File: config.mk
export PLATFORM = sky130hd
export DESIGN_NAME = rotate_fb_sched
export DESIGN_NICKNAME = d
export VERILOG_FILES = /design/src/rtl/rotate_fb_pkg.sv /design/src/rtl/rotate_fb_sched_sat_cnt8.sv /design/src/rtl/rotate_fb_sched.sv
export SDC_FILE = /design/constraint.sdc
export NUM_CORES = 1
export LEC_CHECK = 0
export CAP_MARGIN = 5
export CELL_PAD_IN_SITES_DETAIL_PLACEMENT = 1
export CELL_PAD_IN_SITES_GLOBAL_PLACEMENT = 1
export CORE_UTILIZATION = 35
export DETAILED_ROUTE_END_ITERATION = 12
export DONT_BUFFER_PORTS = 1
export PLACE_DENSITY_LB_ADDON = 0.1
export SYNTH_ARGS = -nofsm -noshare
export SYNTH_HDL_FRONTEND = slang
export SYNTH_SLANG_ARGS = --single-unit
File: constraint.sdc
create_clock -name clk_sys -period 7.7 [get_ports clk_sys]
set_input_delay 0.77 -clock clk_sys [delete_from_list [all_inputs] [get_ports clk_sys]]
set_output_delay 0.77 -clock clk_sys [all_outputs]
set_load 0.02 [all_outputs]
File: src/rtl/rotate_fb_pkg.sv
// Shared types and helpers for the rotation frame-buffer scheduler.
// Macro ROTATE_FB_TRIPLE_EN selects triple buffering (NBUF=3); otherwise ping-pong (NBUF=2).
package rotate_fb_pkg;

`ifdef ROTATE_FB_TRIPLE_EN
    localparam int NBUF = 3;
`else
    localparam int NBUF = 2;
`endif

    typedef logic [1:0] fb_idx_t;

    // Byte-free base address of a slot: slots are packed back to back in RAM.
    function automatic logic [31:0] fb_base(fb_idx_t idx, int unsigned width, int unsigned height);
        return 32'(idx) * width * height;
    endfunction

endpackage

File: src/rtl/rotate_fb_sched_sat_cnt8.sv
// 8-bit event counter that sticks at 255 instead of wrapping.
module sat_cnt8 (
    input  logic       clk,
    input  logic       srst,
    input  logic       inc,
    output logic [7:0] count
);
    logic [7:0] cnt_q;
    logic [7:0] cnt_d;

    always_comb begin
        cnt_d = cnt_q;
        if (inc && (cnt_q != 8'hFF)) begin
            cnt_d = cnt_q + 8'd1;
        end
    end

    always_ff @(posedge clk) begin
        if (srst) begin
            cnt_q <= 8'd0;
        end else begin
            cnt_q <= cnt_d;
        end
    end

    assign count = cnt_q;
endmodule

File: src/rtl/rotate_fb_sched.sv
// Frame-buffer slot scheduler between the rotated-pixel writer and the scan-out reader.
// ROTATE_FB_TRIPLE_EN enables tear-free triple buffering; undefined gives legacy ping-pong.
module rotate_fb_sched
    import rotate_fb_pkg::*;
#(
    parameter int WIDTH  = 320,
    parameter int HEIGHT = 240,
    parameter int AW     = 18
) (
    input  logic          clk_sys,
    input  logic          reset,
    input  logic          wr_vblank,
    input  logic          rd_start,
    output logic [1:0]    wr_idx,
    output logic [1:0]    rd_idx,
    output logic [AW-1:0] wr_base,
    output logic [AW-1:0] rd_base,
    output logic          wr_swap,
    output logic          rd_valid,
    output logic [7:0]    drop_cnt,
    output logic [7:0]    repeat_cnt
);
    fb_idx_t       wr_idx_q, wr_idx_d;
    fb_idx_t       rd_idx_q, rd_idx_d;
    fb_idx_t       pend_idx_q, pend_idx_d;
    logic          pend_valid_q, pend_valid_d;
    logic          old_vblank_q, old_vblank_d;
    logic          rd_valid_q, rd_valid_d;
    logic          wr_swap_q, wr_swap_d;
    logic [AW-1:0] wr_base_q, wr_base_d;
    logic [AW-1:0] rd_base_q, rd_base_d;
    logic          wr_done;
    logic          drop_inc;
    logic          repeat_inc;
    fb_idx_t       next_wr;

    always_comb begin
        wr_done      = wr_vblank & ~old_vblank_q;
        old_vblank_d = wr_vblank;
        wr_idx_d     = wr_idx_q;
        rd_idx_d     = rd_idx_q;
        pend_idx_d   = pend_idx_q;
        pend_valid_d = pend_valid_q;
        rd_valid_d   = rd_valid_q;
        wr_swap_d    = 1'b0;
        drop_inc     = 1'b0;
        repeat_inc   = 1'b0;

`ifdef ROTATE_FB_TRIPLE_EN
        // The slot held by neither side; with pend_valid set it is the pending frame.
        next_wr = 2'd3 - wr_idx_q - rd_idx_q;
`else
        next_wr = wr_idx_q ^ 2'd1;
`endif

        // The write is resolved first so a same-cycle read picks up the fresh frame.
        if (wr_done) begin
            drop_inc     = pend_valid_q;
            pend_idx_d   = wr_idx_q;
            pend_valid_d = 1'b1;
            wr_idx_d     = next_wr;
            wr_swap_d    = 1'b1;
        end

        if (rd_start) begin
            if (pend_valid_d) begin
                rd_idx_d     = pend_idx_d;
                pend_valid_d = 1'b0;
                rd_valid_d   = 1'b1;
            end else begin
                repeat_inc = 1'b1;
            end
        end

        wr_base_d = AW'(fb_base(wr_idx_d, WIDTH, HEIGHT));
        rd_base_d = AW'(fb_base(rd_idx_d, WIDTH, HEIGHT));
    end

    always_ff @(posedge clk_sys) begin
        if (reset) begin
            wr_idx_q     <= 2'd0;
            rd_idx_q     <= 2'd1;
            pend_idx_q   <= 2'd2;
            pend_valid_q <= 1'b0;
            old_vblank_q <= 1'b1;
            rd_valid_q   <= 1'b0;
            wr_swap_q    <= 1'b0;
            wr_base_q    <= '0;
            rd_base_q    <= AW'(fb_base(2'd1, WIDTH, HEIGHT));
        end else begin
            wr_idx_q     <= wr_idx_d;
            rd_idx_q     <= rd_idx_d;
            pend_idx_q   <= pend_idx_d;
            pend_valid_q <= pend_valid_d;
            old_vblank_q <= old_vblank_d;
            rd_valid_q   <= rd_valid_d;
            wr_swap_q    <= wr_swap_d;
            wr_base_q    <= wr_base_d;
            rd_base_q    <= rd_base_d;
        end
    end

    logic [1:0] cnt_inc;
    logic [7:0] cnt_val [2];

    assign cnt_inc = {repeat_inc, drop_inc};

    // Index 0 counts dropped frames, index 1 counts repeated frames.
    generate
        for (genvar gi = 0; gi < 2; gi++) begin : g_cnt
            sat_cnt8 u_cnt (
                .clk   (clk_sys),
                .srst  (reset),
                .inc   (cnt_inc[gi]),
                .count (cnt_val[gi])
            );
        end
    endgenerate

    assign wr_idx     = wr_idx_q;
    assign rd_idx     = rd_idx_q;
    assign wr_base    = wr_base_q;
    assign rd_base    = rd_base_q;
    assign wr_swap    = wr_swap_q;
    assign rd_valid   = rd_valid_q;
    assign drop_cnt   = cnt_val[0];
    assign repeat_cnt = cnt_val[1];
endmodule

==> metrics.cfg <==
[place]
dp_hpwl_mm = 2.69
gp_congestion = 0.726
pre_cts_ws_ps = 4300
io_buffers = 0

[setup_path]
cp-start-kind = flop
r2r_start = wr_base[16]
r2r-end = rd_base[16]
required_ps = 7880
worst_r2r_path_depth = 12
critPathCaptureType = flop
crit_fanout = 7
critical_path_class = flop to flop
crit_arrival_ps = 3560
regToRegSetupSlack_ps = 4330

[clocking]
cts_buffers = 5
cts_tree = yes
cts_resized = 0
h-tree-depth = 2
clockBufferDepth = 2
cts_hold_buf = 0
clk_pin_slew_ps = 70
cts_sinks = 31
clk_latency_ps = 280
root_buffer = clkbuf_8
cts_setup_buffers = 0

[cells_and_area]
synthToLayoutAreaGrowth_pct = 0.363
fillers = 560
final_cell_mix = dfxtp_1 (31), conb_1 (25), nor2_1 (16)
drive_above_1_share = 0.102
fin_nets = 199
multiInputGateArea_sq_um = 913
regArea_sq_um = 621
n_antenna_cell = 0
layout_commonest_cell = dfxtp_1

[floorplanning]
die-area_sq_mm = 0.00521
die_w_um = 72.2
ioPinCount = 62
initial_core_util = 0.365
rows = 25
fp.dieH_um = 72.2
core_area_sq_mm = 0.00472

[sta]
timing.final.hold_violations = 0
relSlewSlack = 0.314
fin_skew_ps = 4.58
fin_ws_ps = 4330
final.setup.tns_ps = 0
fmax_mhz = 296
fin_crit_sh = 0.438
rsz0062_at_grt = no
setup_violations = 0
period_needed_ps = 3370
worst_slew_pin_slew_ps = 1030
finalMaxSlewViolations = 0
fin_hold_ws_ps = 455

[pwr]
peakVddDrop_v = 0.0000546
leakage_nw = 0.693
power_uw = 339
cellPowerDensity_mw_per_mm2 = 196
swShare = 0.292
power_frac_seq = 0.529
pwr-share-clk = 0.363
combPwrFrac = 0.109
intPower_uw = 240
p_sw_uw = 99.2

[drt]
drt-initial-drc-count = 31
drc = 0
drt-pass1-iter-count = 4
ant_nets = 0
via_per_inst = 4.79
wl_mm = 3.56
vias = 1211
wl_per_cell_um = 14.1

[global_route]
grt_pass1_wl_mm = 5.82
track_usage = 0.145
grt_max_degree = 35
grt_pass1_vias = 1245
overflow = 0
antenna_found_initial = 0

[run]
max_cap_viol_count = 0

[synth]
synth_async_sr_flop_share = 0
synth-seq-cells = 31
synth_edf_count = 0
synth_top_area_frac = 0.360
synth_cells = 189
synth-seq-area-share = 0.360
synth_flop_cell = dfxtp_1
syn_area_sq_mm = 0.00173
syn_avg_cell_area_sq_um = 9.13
synthTopCellsByArea = dfxtp_1 (36%), buf_4 (14%), ha_1 (7.3%), mux2i_1 (3.5%), nor2_1 (3.5%)
yosys.area.top_type = dfxtp_1
synth_cell_types = 44
yosys_warnings = 0

[worst_hold_path]
min_path_type = flop to flop
worstHoldStart = pend_idx_q[1]
min_to = pend_idx_q[1]
hold_depth = 1

[status]
status = complete, no violations

[power by group through the flow]
stage	clock network, mW	logic (mW)	registers (mW)
after floorplan	0	0.0470	0.180
after global placement	0	0.0337	0.183
after detailed placement	0	0.0367	0.183
after CTS	0.129	0.0368	0.179
after global routing	0.137	0.0408	0.180
final	0.123	0.0368	0.179
[synth_stat cells (all sizes together) (2+ instances only)]
| master | n |
|---|---|
| a211oi | 2 |
| a21o | 2 |
| a21oi | 5 |
| a31oi | 2 |
| and4 | 3 |
| buf | 32 |
| clkbuf | 3 |
| dfxtp | 31 |
| ha | 10 |
| inv | 8 |
| mux2i | 6 |
| nand2 | 6 |
| nand2b | 4 |
| nand3 | 8 |
| nand3b | 2 |
| nand4 | 4 |
| nor2 | 17 |
| nor2b | 4 |
| nor3 | 3 |
| o21ai | 6 |
| o31ai | 3 |
| or2 | 4 |
| or4 | 2 |
| xnor2 | 4 |
| xor2 | 2 |
[metal layers]
metal	vias to the layer above	wire length [um]	GRT usage
met5	-	0	0
met2	38	1750	0.248
met4	0	63	0.0588
li1	586	-	-
met3	7	226	0.0500
met1	580	1520	0.166
[stage by stage]
stage | area, sq um | util | std cells
floorplan | 1820 | - | 213
global placement | 1650 | 0.349 | 245
detailed placement | 1650 | 0.349 | 245
CTS | 1730 | 0.367 | 253
global route | 1730 | 0.367 | 253
finish | 1730 | 0.367 | 253
[worst max-delay path by stage]
stage / startpoint / end / slack (ps) / cells past startpoint
2_1_floorplan: wr_vblank / rd_base[16] / 4740 / 12
5_1_grt: wr_base[16] / rd_base[16] / 4070 / 12
6_report: wr_base[16] / rd_base[16] / 4330 / 12
3_5_place_dp: wr_vblank / rd_base[16] / 4300 / 12
4_1_cts: wr_base[16] / rd_base[16] / 4290 / 12
3_3_place_gp: wr_base[16] / rd_base[16] / 4560 / 12
[state kept, by name (all words and copies together), names as in the netlist]
name	count
rd_valid	1
rd_idx	2
wr_base	1
g_cnt.u_cnt.count	16
pend_idx_q	2
pend_valid_q	1
wr_swap	1
old_vblank_q	1
rd_base	6
[critical path, stage by stage, from the launching register on]
cell and delay [ps]:
dfxtp_1 1000, nand3b_1 220, o31ai_1 140, a22oi_1 190
inv_1 160, ha_1 270, xnor2_1 180, ha_1 230
ha_1 270, o21ai_0 100, nand3_1 100, o21ai_0 110
a311oi_1 300
[cell type report]
type,count,area share
Clock inverter,3,0.00867
Inverter,8,0.0173
Multi-Input combinational cell,139,0.527
Tap cell,67,0.0484
Clock buffer,5,0.0397
Sequential cell,31,0.358
[cells by family (layout without fill, tap and decap cells)]
logic type	Yosys count	after routing	synth area share
and+or+nand+nor	64	64	0.218
other	1	25	0.00217
muxes	7	7	0.0413
adders and majority gates	10	10	0.0725
DFF	31	31	0.360
AOI/OAI and AO/OA	27	27	0.112
buffers and inverters	43	16	0.163
xor gates and xnor gates	6	6	0.0305
Power figures use the tool's default switching activity.
